`src/rtl/rob_alloc_pkg.sv`:
```
`default_nettype none
// ============================================================================
//  Module      : rob_alloc_pkg
//  Description : Processor-wide ROB sizing constants. They are shared by the
//                ROB, the issue logic and the slot allocator.
//  Revision    : 1.0 - initial release
// ============================================================================
package rob_alloc_pkg;

   // Number of reorder-buffer entries (power of two, >= 2)
   localparam int ROB_SLOTS    = 16;
   // log2(ROB_SLOTS)
   localparam int ROB_IDX_BITS = 4;

endpackage : rob_alloc_pkg
`default_nettype wire

```
`src/rtl/rob_ptr.sv`:
```
`default_nettype none
// ============================================================================
//  Module      : rob_ptr
//  Description : IDX_BITS-wide ROB pointer. It advances by one on inc and
//                wraps naturally at 2**IDX_BITS. A synchronous clear forces
//                it to zero and takes priority over inc.
//  Ports       : clk   - core clock
//                rst   - asynchronous active-high reset
//                clear - synchronous return to slot 0
//                inc   - advance the pointer by one slot
//                ptr   - current pointer value
//  Revision    : 1.0 - initial release
// ============================================================================
module rob_ptr
   import rob_alloc_pkg::*;
#(
   parameter int IDX_BITS = ROB_IDX_BITS
) (
   input  logic                clk,
   input  logic                rst,
   input  logic                clear,
   input  logic                inc,
   output logic [IDX_BITS-1:0] ptr
);

   logic [IDX_BITS-1:0] ptr_q;
   logic [IDX_BITS-1:0] ptr_d;

   always_comb begin
      ptr_d = ptr_q;
      if (clear) begin
         ptr_d = '0;
      end else if (inc) begin
         ptr_d = ptr_q + IDX_BITS'(1);
      end
   end

   always_ff @(posedge clk or posedge rst) begin
      if (rst) begin
         ptr_q <= '0;
      end else begin
         ptr_q <= ptr_d;
      end
   end

   assign ptr = ptr_q;

endmodule : rob_ptr
`default_nettype wire

```
`src/rtl/rob_alloc.sv`:
```
`default_nettype none
// ============================================================================
//  Module      : rob_alloc
//  Description : Hands out reorder-buffer slot indices in program order. It
//                keeps a tail (next free slot), a shadow head (oldest
//                unretired slot) and the occupancy. Issue stalls while the
//                ROB is full. It is flushed by the same clear that empties
//                the ROB.
//  Ports       : clk, rst      - core clock, asynchronous active-high reset
//                clear         - synchronous flush (priority over all else)
//                allocReq      - decode asks for one slot this cycle
//                allocGrant    - slot granted this cycle (zero latency)
//                allocIdx      - granted slot index (the current tail)
//                retire        - ROB committed its head entry this cycle
//                count         - occupied slots, 0..SLOTS
//                full / empty  - occupancy flags
//                stall         - request present but not granted
//                errUnderflow  - sticky: retire seen while empty
//                perfStallCyc  - saturating stall-cycle counter
//                                (only with ROB_ALLOC_PERF_EN)
//  Options     : `define ROB_ALLOC_PERF_EN adds the stall-cycle counter.
//  Revision    : 1.0 - initial release
// ============================================================================
module rob_alloc
   import rob_alloc_pkg::*;
#(
   parameter int SLOTS    = ROB_SLOTS,
   parameter int IDX_BITS = ROB_IDX_BITS
) (
   input  logic                clk,
   input  logic                rst,
   input  logic                clear,
   input  logic                allocReq,
   output logic                allocGrant,
   output logic [IDX_BITS-1:0] allocIdx,
   input  logic                retire,
   output logic [IDX_BITS:0]   count,
   output logic                full,
   output logic                empty,
   output logic                stall,
   output logic                errUnderflow
`ifdef ROB_ALLOC_PERF_EN
   ,
   output logic [31:0]         perfStallCyc
`endif
);

   localparam int                CW      = IDX_BITS + 1;
   localparam logic [IDX_BITS:0] C_SLOTS = CW'(SLOTS);

   logic [IDX_BITS:0]   count_q;
   logic [IDX_BITS:0]   count_d;
   logic                err_q;
   logic                err_d;
   logic                grant;
   logic                retire_ok;
   logic [IDX_BITS-1:0] tail;
   logic [IDX_BITS-1:0] head;

   // Flags come from the registered count, so a retire in the same cycle
   // cannot free a slot for a grant until the following cycle.
   assign full  = (count_q == C_SLOTS);
   assign empty = (count_q == '0);

   // rst gates grant/stall so both read 0 while reset is held.
   assign grant     = allocReq && !full && !clear && !rst;
   assign retire_ok = retire && !empty && !clear;

   always_comb begin
      count_d = count_q;
      err_d   = err_q;
      if (clear) begin
         count_d = '0;
      end else begin
         count_d = count_q + CW'(grant) - CW'(retire_ok);
         if (retire && empty) begin
            err_d = 1'b1;
         end
      end
   end

   always_ff @(posedge clk or posedge rst) begin
      if (rst) begin
         count_q <= '0;
         err_q   <= 1'b0;
      end else begin
         count_q <= count_d;
         err_q   <= err_d;
      end
   end

   rob_ptr #(.IDX_BITS(IDX_BITS)) u_tail (
      .clk   (clk),
      .rst   (rst),
      .clear (clear),
      .inc   (grant),
      .ptr   (tail)
   );

   rob_ptr #(.IDX_BITS(IDX_BITS)) u_head (
      .clk   (clk),
      .rst   (rst),
      .clear (clear),
      .inc   (retire_ok),
      .ptr   (head)
   );

   assign allocGrant   = grant;
   assign allocIdx     = tail;
   assign count        = count_q;
   assign stall        = allocReq && !grant && !rst;
   assign errUnderflow = err_q;

`ifdef ROB_ALLOC_PERF_EN
   logic [31:0] perf_q;
   logic [31:0] perf_d;

   // Counts every stalled cycle, saturating; clear does not reset it.
   always_comb begin
      perf_d = perf_q;
      if (stall && (perf_q != 32'hFFFF_FFFF)) begin
         perf_d = perf_q + 32'd1;
      end
   end

   always_ff @(posedge clk or posedge rst) begin
      if (rst) begin
         perf_q <= '0;
      end else begin
         perf_q <= perf_d;
      end
   end

   assign perfStallCyc = perf_q;
`endif

   // The head pointer shadows the ROB; it is kept for visibility but no
   // output is derived from it (tail == head + count by construction).
   logic unused_head;
   assign unused_head = ^head;

endmodule : rob_alloc
`default_nettype wire

```
`config.mk`:
```
export PLATFORM = sky130hd
export DESIGN_NAME = rob_alloc
export DESIGN_NICKNAME = d
export VERILOG_FILES = /design/src/rtl/rob_alloc_pkg.sv /design/src/rtl/rob_ptr.sv /design/src/rtl/rob_alloc.sv
export SDC_FILE = /design/constraint.sdc
export NUM_CORES = 1
export LEC_CHECK = 0
export ABC_AREA = 1
export CORE_MARGIN = 2
export CORE_UTILIZATION = 48
export DETAILED_ROUTE_END_ITERATION = 10
export PLACE_DENSITY = 0.89
export SYNTH_ARGS = -nofsm -noshare
export SYNTH_HDL_FRONTEND = slang
export SYNTH_HIERARCHICAL = 1
export SYNTH_SLANG_ARGS = --single-unit
```
`constraint.sdc`:
```
create_clock -name clk -period 4.1 [get_ports clk]
set_input_delay 0.82 -clock clk [delete_from_list [all_inputs] [get_ports clk]]
set_output_delay 0.82 -clock clk [all_outputs]
set_load 0.01 [all_outputs]
```
Word level (Yosys, flattened, before mapping)
Index checks and enable logic that the tools add are counted.

word-level totals
  register bits after elaboration = 10
  bits of input ports = 5
  logic and storage cells = 27

operators by class
  $add $sub $neg = 3
  equal/unequal tests = 1
  mux-type cells = 3
  bitwise gates (word level) = 1
  reduce and logical (&&, ||, !) cells = 16

operators with widths
  kind                                          number
  logical AND 1 bit                             8
  2-to-1 mux 4 bit                              2
  adder 5 x 1 -> 5 bit                          1
  equality test 5 bit (second input constant)   1
  zero test 1 bit                               5
  zero test 5 bit                               1
  2-to-1 mux 5 bit                              1
  subtractor 5 x 1 -> 5 bit                     1
  adder 4 x 1 -> 4 bit (second input constant)  1
  AND reduction 2 bit                           1
  nonzero test 2 bit                            1
  inverter 1 bit                                1

Depth between registers and ports, before layout
Gate-level depths: netlist of the first run.

  depth in word-level cells = 8
  gate-level depth with buffers = 15

Cells and area by module
The synthesis of the first run kept the hierarchy.

by module, submodules not included
  module     times used  cells an instance  area an instance (sq um)  sequential area each (sq um)
  rob_alloc  1           57                 440.4                     150.1
  rob_ptr    1           24                 193.9                     100.1

Worst setup path before layout of the first run
OpenSTA, ideal clock, no wires.

  path type = input to register
  start point = in rst
  end point = reg count_q[4], in the netlist count[4]
  library setup time = 0.119 ns
  arrival time = 2.254 ns
  path slack = 1.727 ns
  stages on the path = 10
  path buffers = 0
  cells stage by stage = inv_1 -> nand4_1 -> inv_1 -> ha_1 -> inv_1 -> fa_1 -> inv_1 -> nand3_1 -> a21oi_1 -> nor2_1

on the way
  word-level cells in the longest chain between the ends = 5

ends and longest elaborated chain
  what                              line             RTL
  start, declared                   rob_alloc.sv:31  input logic rst,
  zero test 1 bit (no source line)  --
  logical AND 1 bit                 rob_alloc.sv:66  assign grant = allocReq && !full && !clear && !rst;
  named net allocGrant              rob_alloc.sv:34  output logic allocGrant,
  adder 5 x 1 -> 5 bit              rob_alloc.sv:75  count_d = count_q + CW'(grant) - CW'(retire_ok);
  subtractor 5 x 1 -> 5 bit         rob_alloc.sv:75
  2-to-1 mux 5 bit                  rob_alloc.sv:72  if (clear) begin
  named net count_d[4]              rob_alloc.sv:52  logic [IDX_BITS:0] count_d;
  end signal, assigned              rob_alloc.sv:87  count_q <= count_d;
  end, declared                     rob_alloc.sv:51  logic [IDX_BITS:0] count_q;

The timed path passes the listed nets, and every way through them passes these cells.
A chain may end at the register's enable or synchronous reset.

Worst setup path after layout of the first run
  start point = in rst
  end point = out allocGrant

on the way
  word-level cells in the longest chain between the ends = 2

ends and longest elaborated chain
  what                              line
  zero test 1 bit (no source line)  --
  logical AND 1 bit                 rob_alloc.sv:66
  end, declared                     rob_alloc.sv:34

No other way between the ends.

==> impl_metrics.json, run 1 <==
{
  "status": "complete, no violations",
  "max_cap_viol_count": 0,
  "internal_power_uw": 287,
  "async_flop_share": 1.00,
  "clockBufferDepth": 2,
  "worst_slew_pin_slew_ns": 0.280,
  "r2r_cells": 14,
  "syn_nets": 94,
  "synth-edff-count": 0,
  "drive_above_1_share": 0.0588,
  "cts_root_buf": "clkbuf_4",
  "finalSetupViolCount": 0,
  "sw_frac_of_total": 0.407,
  "place_area_sq_um": 833,
  "post-route-period-util": 0.783,
  "synth_area_sq_um": 634,
  "fp.dieH_um": 40.4,
  "ys_seq_elements": 10,
  "die_area_sq_um": 1630,
  "core_area_sq_um": 1270,
  "synth_area_leaders": "dfrtp_1 39%, ha_1 14%, inv_1 12%",
  "seqPwrFrac": 0.288,
  "maxSlewViolCount": 0,
  "stdcell_area_sq_um": 856,
  "yosysWarningCount": 6,
  "place_congestion": 0.764,
  "power_switching_uw": 197,
  "combPwrFrac": 0.583,
  "cp-start-kind": "primary input",
  "grt_pass1_vias": 476,
  "hold_violations": 0,
  "finalPower_uw": 483,
  "dp_hpwl_mm": 1.07,
  "setup_tns_ns": 0,
  "leakage_uw": 0.000438,
  "crit_path_end_kind": "output pin",
  "antenna_cells": 0,
  "synth.most_common_cell": "inv_1",
  "ant_nets": 0,
  "vias_per_cell": 5.03,
  "port_buffers": 18,
  "dpl.cell_count": 114,
  "path_class": "in -> out",
  "cts_resized": 0,
  "worst_slack_ns": 0.892,
  "syn_avg_cell_area_sq_um": 7.83,
  "crit_fanout": 8,
  "ir_worst_vdd_mv": 0.259,
  "min_from": "errUnderflow$_DFFE_PP0P_",
  "cp.arrival_ns": 2.39,
  "synth_common_cells": "20 x inv_1, 12 x nand2_1, 10 x dfrtp_1, 9 x nor2_1",
  "cts_hold_buf": 0,
  "num_vias": 588,
  "n_fill_cell": 113,
  "final_nets": 117,
  "cts_sinks": 10,
  "r2r_slack_ns": 1.69,
  "cts_tree": "done",
  "pre_cts_ws_ns": 0.867,
  "p_clk_frac": 0.128,
  "r2r-end": "count[4]$_DFF_PP0_",
  "finClkSkew_ns": 0.00791,
  "relSlewSlack": 0.813,
  "grtUsageTotal": 0.174,
  "whs_path_depth": 1,
  "wire_per_inst_um": 10.5,
  "clk_latency_ns": 0.25,
  "die_w_um": 40.4,
  "fmax_ghz": 0.312,
  "hold_class": "reg -> reg",
  "io-pin-count": 19,
  "cts_buffers": 3,
  "post-cts-setup-buffers": 0,
  "netlist.top_cell.by_area": "dfrtp_1",
  "grt_max_degree": 9,
  "post_synth_num_cell_types": 14,
  "final_cells": 117,
  "synth_top_area_share": 0.394,
  "syn_to_final_growth_pct": 34.9,
  "drtIter0Drc": 7,
  "r2r_start": "count[3]$_DFF_PP0_",
  "drt-total-wl_mm": 1.23,
  "ys_seq_area_frac": 0.394,
  "synth_flop_cell": "dfrtp_1",
  "antenna_found_initial": 0,
  "rsz0062_at_grt": "false",
  "power_density_nw_per_um2": 565,
  "cp.required_ns": 3.28,
  "syn-instance-count": 81,
  "hold_end": "errUnderflow$_DFFE_PP0P_",
  "htreeDepth": 1,
  "min_period_ns": 3.21,
  "fp-row-count": 13,
  "drtPass1Iterations": 4,
  "start_util": 0.500,
  "grt_overflow": 0,
  "drc_errors": 0,
  "clk_pin_slew_worst_paths_ns": 0.06,
  "grt_pass1_wl_mm": 1.86
}
## area by class of cell
cell class                      count  area [sq um]  area share
Inverter                           20          75.1      0.0877
Multi-Input combinational cell     51           309       0.361
Sequential cell                    10           250       0.292
Timing Repair Buffer               18           180       0.211
Clock buffer                        3          22.5      0.0263
Tap cell                           15          18.8      0.0219
## metal layers
metal / wire length (um) / vias to the layer above / global-route usage
li1: - / 298 / -
met1: 531 / 275 / 0.202
met2: 646 / 15 / 0.317
met3: 54 / 0 / 0.0167
met4: 0 / 0 / 0.0750
met5: 0 / - / 0
## per-stage QoR
stage | hold slack [ns] | util
finish | 0.479 | 0.675
global route | 0.486 | 0.675
CTS | 0.483 | 0.675
detailed placement | 0.470 | 0.657
global placement | 0.464 | 0.657
floorplan | 0.513 | -
## worst max path at each step
stage / startpoint / endpoint / slack [ns] / depth (start not counted)
6_report: rst / allocGrant / 0.89 / 5
5_1_grt: rst / allocGrant / 0.76 / 5
3_3_place_gp: rst / allocGrant / 0.91 / 5
3_5_place_dp: rst / allocGrant / 0.87 / 5
4_1_cts: rst / allocGrant / 0.87 / 5
2_1_floorplan: rst / count[4]$_DFF_PP0_ / 1.73 / 10
## logic make-up (layout without fill, tap and decap cells)
family / after synthesis / in the layout / share of synthesized area
AOI/OAI and AO/OA: 11 / 11 / 0.0966
DFF: 10 / 10 / 0.394
buffers and inverters: 20 / 41 / 0.118
and+or+nand+nor: 32 / 32 / 0.221
adders and majority gates: 8 / 8 / 0.170
## placed cells by master, fill, tap and decap left out, drive strengths merged
cell type,n
nor2,10
clkdlybuf4s50,18
o21ai,2
nand4,3
inv,20
nand2,13
a21oi,8
o21bai,1
nand3,6
ha,7
fa,1
clkbuf,3
dfrtp,10
## registers in the layout, summed over array words and instances (netlist names)
signal and cells:
u_tail/ptr 4, count 5, errUnderflow 1
## power groups by stage
stage / sequential [uW] / clock, uW / combinational (uW)
after floorplan: 150 / 0 / 161
after global placement: 141 / 0 / 270
after detailed placement: 142 / 0 / 282
after CTS: 140 / 64.2 / 283
after global routing: 143 / 67.7 / 320
final: 139 / 62.1 / 282
## worst max-delay path, cell delays in order
cell             delay [ns]
clkdlybuf4s50_1        0.42
inv_1                  0.24
nand4_1                0.12
inv_1                  0.20
clkdlybuf4s50_1        0.58
Note: power is estimated with default switching activity, not from simulation.
==> run 2, diff against run 1 <==
CORE_UTILIZATION = 44   (was 48)
PLACE_DENSITY = 0.84   (was 0.89)
clock period = 3.1 ns   (was 4.1 ns; I/O delays follow)
==> run 2 against run 1 <==
- clock-buffer cell count unchanged
- non-clock buffer count up 1
- register-to-register slack lost 0.94 ns
- clock skew shrank 0.0047 ns
- critical path depth unchanged
- highest routed layer is now met4
- sequential cell count unchanged
- clock power rose by 38%
- critical path type unchanged
==> impl_metrics.json, run 2 (synthesis gave the netlist of run 1 again) <==
{
  "cp.arrival_ns": 2.17,
  "hold_class": "reg -> reg",
  "cts_tree": "done",
  "pre_cts_ws_ns": 0.299,
  "worst_slew_pin_slew_ns": 0.242,
  "die_w_um": 42.0,
  "path_class": "in -> out",
  "setup_tns_ns": 0,
  "htreeDepth": 1,
  "leakage_uw": 0.000443,
  "syn_to_final_growth_pct": 36.1,
  "start_util": 0.481,
  "fp-row-count": 13,
  "cts_root_buf": "clkbuf_4",
  "grt_pass1_wl_mm": 2.34,
  "wire_per_inst_um": 10.8,
  "cp-start-kind": "primary input",
  "drt-total-wl_mm": 1.28,
  "grt_overflow": 0,
  "max_cap_viol_count": 0,
  "post-cts-setup-buffers": 0,
  "finalSetupViolCount": 0,
  "ir_worst_vdd_mv": 0.312,
  "num_vias": 589,
  "min_period_ns": 2.79,
  "cts_hold_buf": 0,
  "port_buffers": 18,
  "io-pin-count": 19,
  "grtUsageTotal": 0.171,
  "drtIter0Drc": 6,
  "drc_errors": 0,
  "antenna_cells": 0,
  "drive_above_1_share": 0.0680,
  "final_nets": 118,
  "finClkSkew_ns": 0.00316,
  "utilization": 0.655,
  "crit_path_end_kind": "output pin",
  "core_area_sq_um": 1320,
  "clockBufferDepth": 2,
  "final_common_cell": "inv_1",
  "place_congestion": 0.759,
  "clk_pin_slew_worst_paths_ns": 0.06,
  "maxSlewViolCount": 0,
  "antenna_found_initial": 0,
  "cts_buffers": 3,
  "power_density_nw_per_um2": 739,
  "vias_per_cell": 4.99,
  "fmax_ghz": 0.358,
  "relSlewSlack": 0.839,
  "cts_sinks": 10,
  "layout_common_cells": "20 x inv_1, 18 x clkdlybuf4s50_1, 12 x nand2_1, 10 x dfrtp_1, 9 x nor2_1",
  "n_fill_cell": 108,
  "grt_pass1_vias": 572,
  "hold_violations": 0,
  "clk_latency_ns": 0.26,
  "crit_fanout": 8,
  "grt_max_degree": 9,
  "die_area_sq_um": 1760,
  "dp_hpwl_mm": 1.05,
  "rsz0062_at_grt": "false",
  "largest_reg_flops": 5,
  "post-route-period-util": 0.900,
  "cts_resized": 0,
  "cp.required_ns": 2.48,
  "ant_nets": 0,
  "status": "complete, no violations",
  "worst_slack_ns": 0.309,
  "drtPass1Iterations": 4,
  "fp.dieH_um": 42.0
}
==> run 2: cell types whose count changed in the layout (fill, tap and decap cells not counted), sizes merged <==
cell,change
buf,+1
==> run 2: power breakdown <==
part / internal, uW / switching [uW] / total [uW] / leakage (uW)
combinational: 174 / 192 / 367 / 0.000299
clock: 44.7 / 40.8 / 85.4 / 0.0000138
sequential: 160 / 25.8 / 186 / 0.000129
total: 379 / 259 / 638 / 0.000443
==> run 2: path summary, 6_finish.rpt <==
| kind | slack [ns] | from | end | cells after the start |
|---|---|---|---|---|
| worst max-delay path | 0.31 | clear | allocGrant | 5 |
| worst min-delay path | 0.49 | errUnderflow$_DFFE_PP0P_ | errUnderflow$_DFFE_PP0P_ | 1 |
| worst max register to register | 0.75 | count[3]$_DFF_PP0_ | count[4]$_DFF_PP0_ | 14 |
| worst min register to register | 0.49 | errUnderflow$_DFFE_PP0P_ | errUnderflow$_DFFE_PP0P_ | 1 |
| max in group asynchronous | 2.20 | rst | count[0]$_DFF_PP0_ | 3 |
| min in group asynchronous | 0.58 | rst | u_tail/ptr[3]$_DFFE_PP0P_ | 2 |
==> run 2: worst max-delay path, stage by stage <==
cell	delay, ns
clkdlybuf4s50_1	0.46
inv_1	0.18
nand4_1	0.11
inv_1	0.21
clkdlybuf4s50_1	0.58
==> run 2: metrics by stage <==
step / hold WS (ns) / area [sq um] / instances / power, uW
after floorplan: 0.386 / 634 / 81 / 411
final: 0.493 / 863 / 118 / 638
after global routing: 0.525 / 863 / 118 / 704
after global placement: 0.461 / 841 / 115 / 545
after detailed placement: 0.479 / 841 / 115 / 556
after CTS: 0.494 / 863 / 118 / 644
==> run 2: layer usage <==
layer | wire, um | vias up | global-route usage
li1 | - | 298 | -
met1 | 560 | 276 | 0.218
met2 | 654 | 13 | 0.294
met3 | 58 | 2 | 0.0129
met4 | 6 | 0 | 0.0774
met5 | 0 | - | 0
==> run 2: area by class of cell <==
cell class / instances / area [sq um] / share of cell area
tap: 15 / 18.8 / 0.0217
clock buffer: 3 / 22.5 / 0.0261
multi-input combinational: 51 / 309 / 0.358
timing repair buffer: 19 / 188 / 0.217
inverter: 20 / 75.1 / 0.0870
sequential: 10 / 250 / 0.290
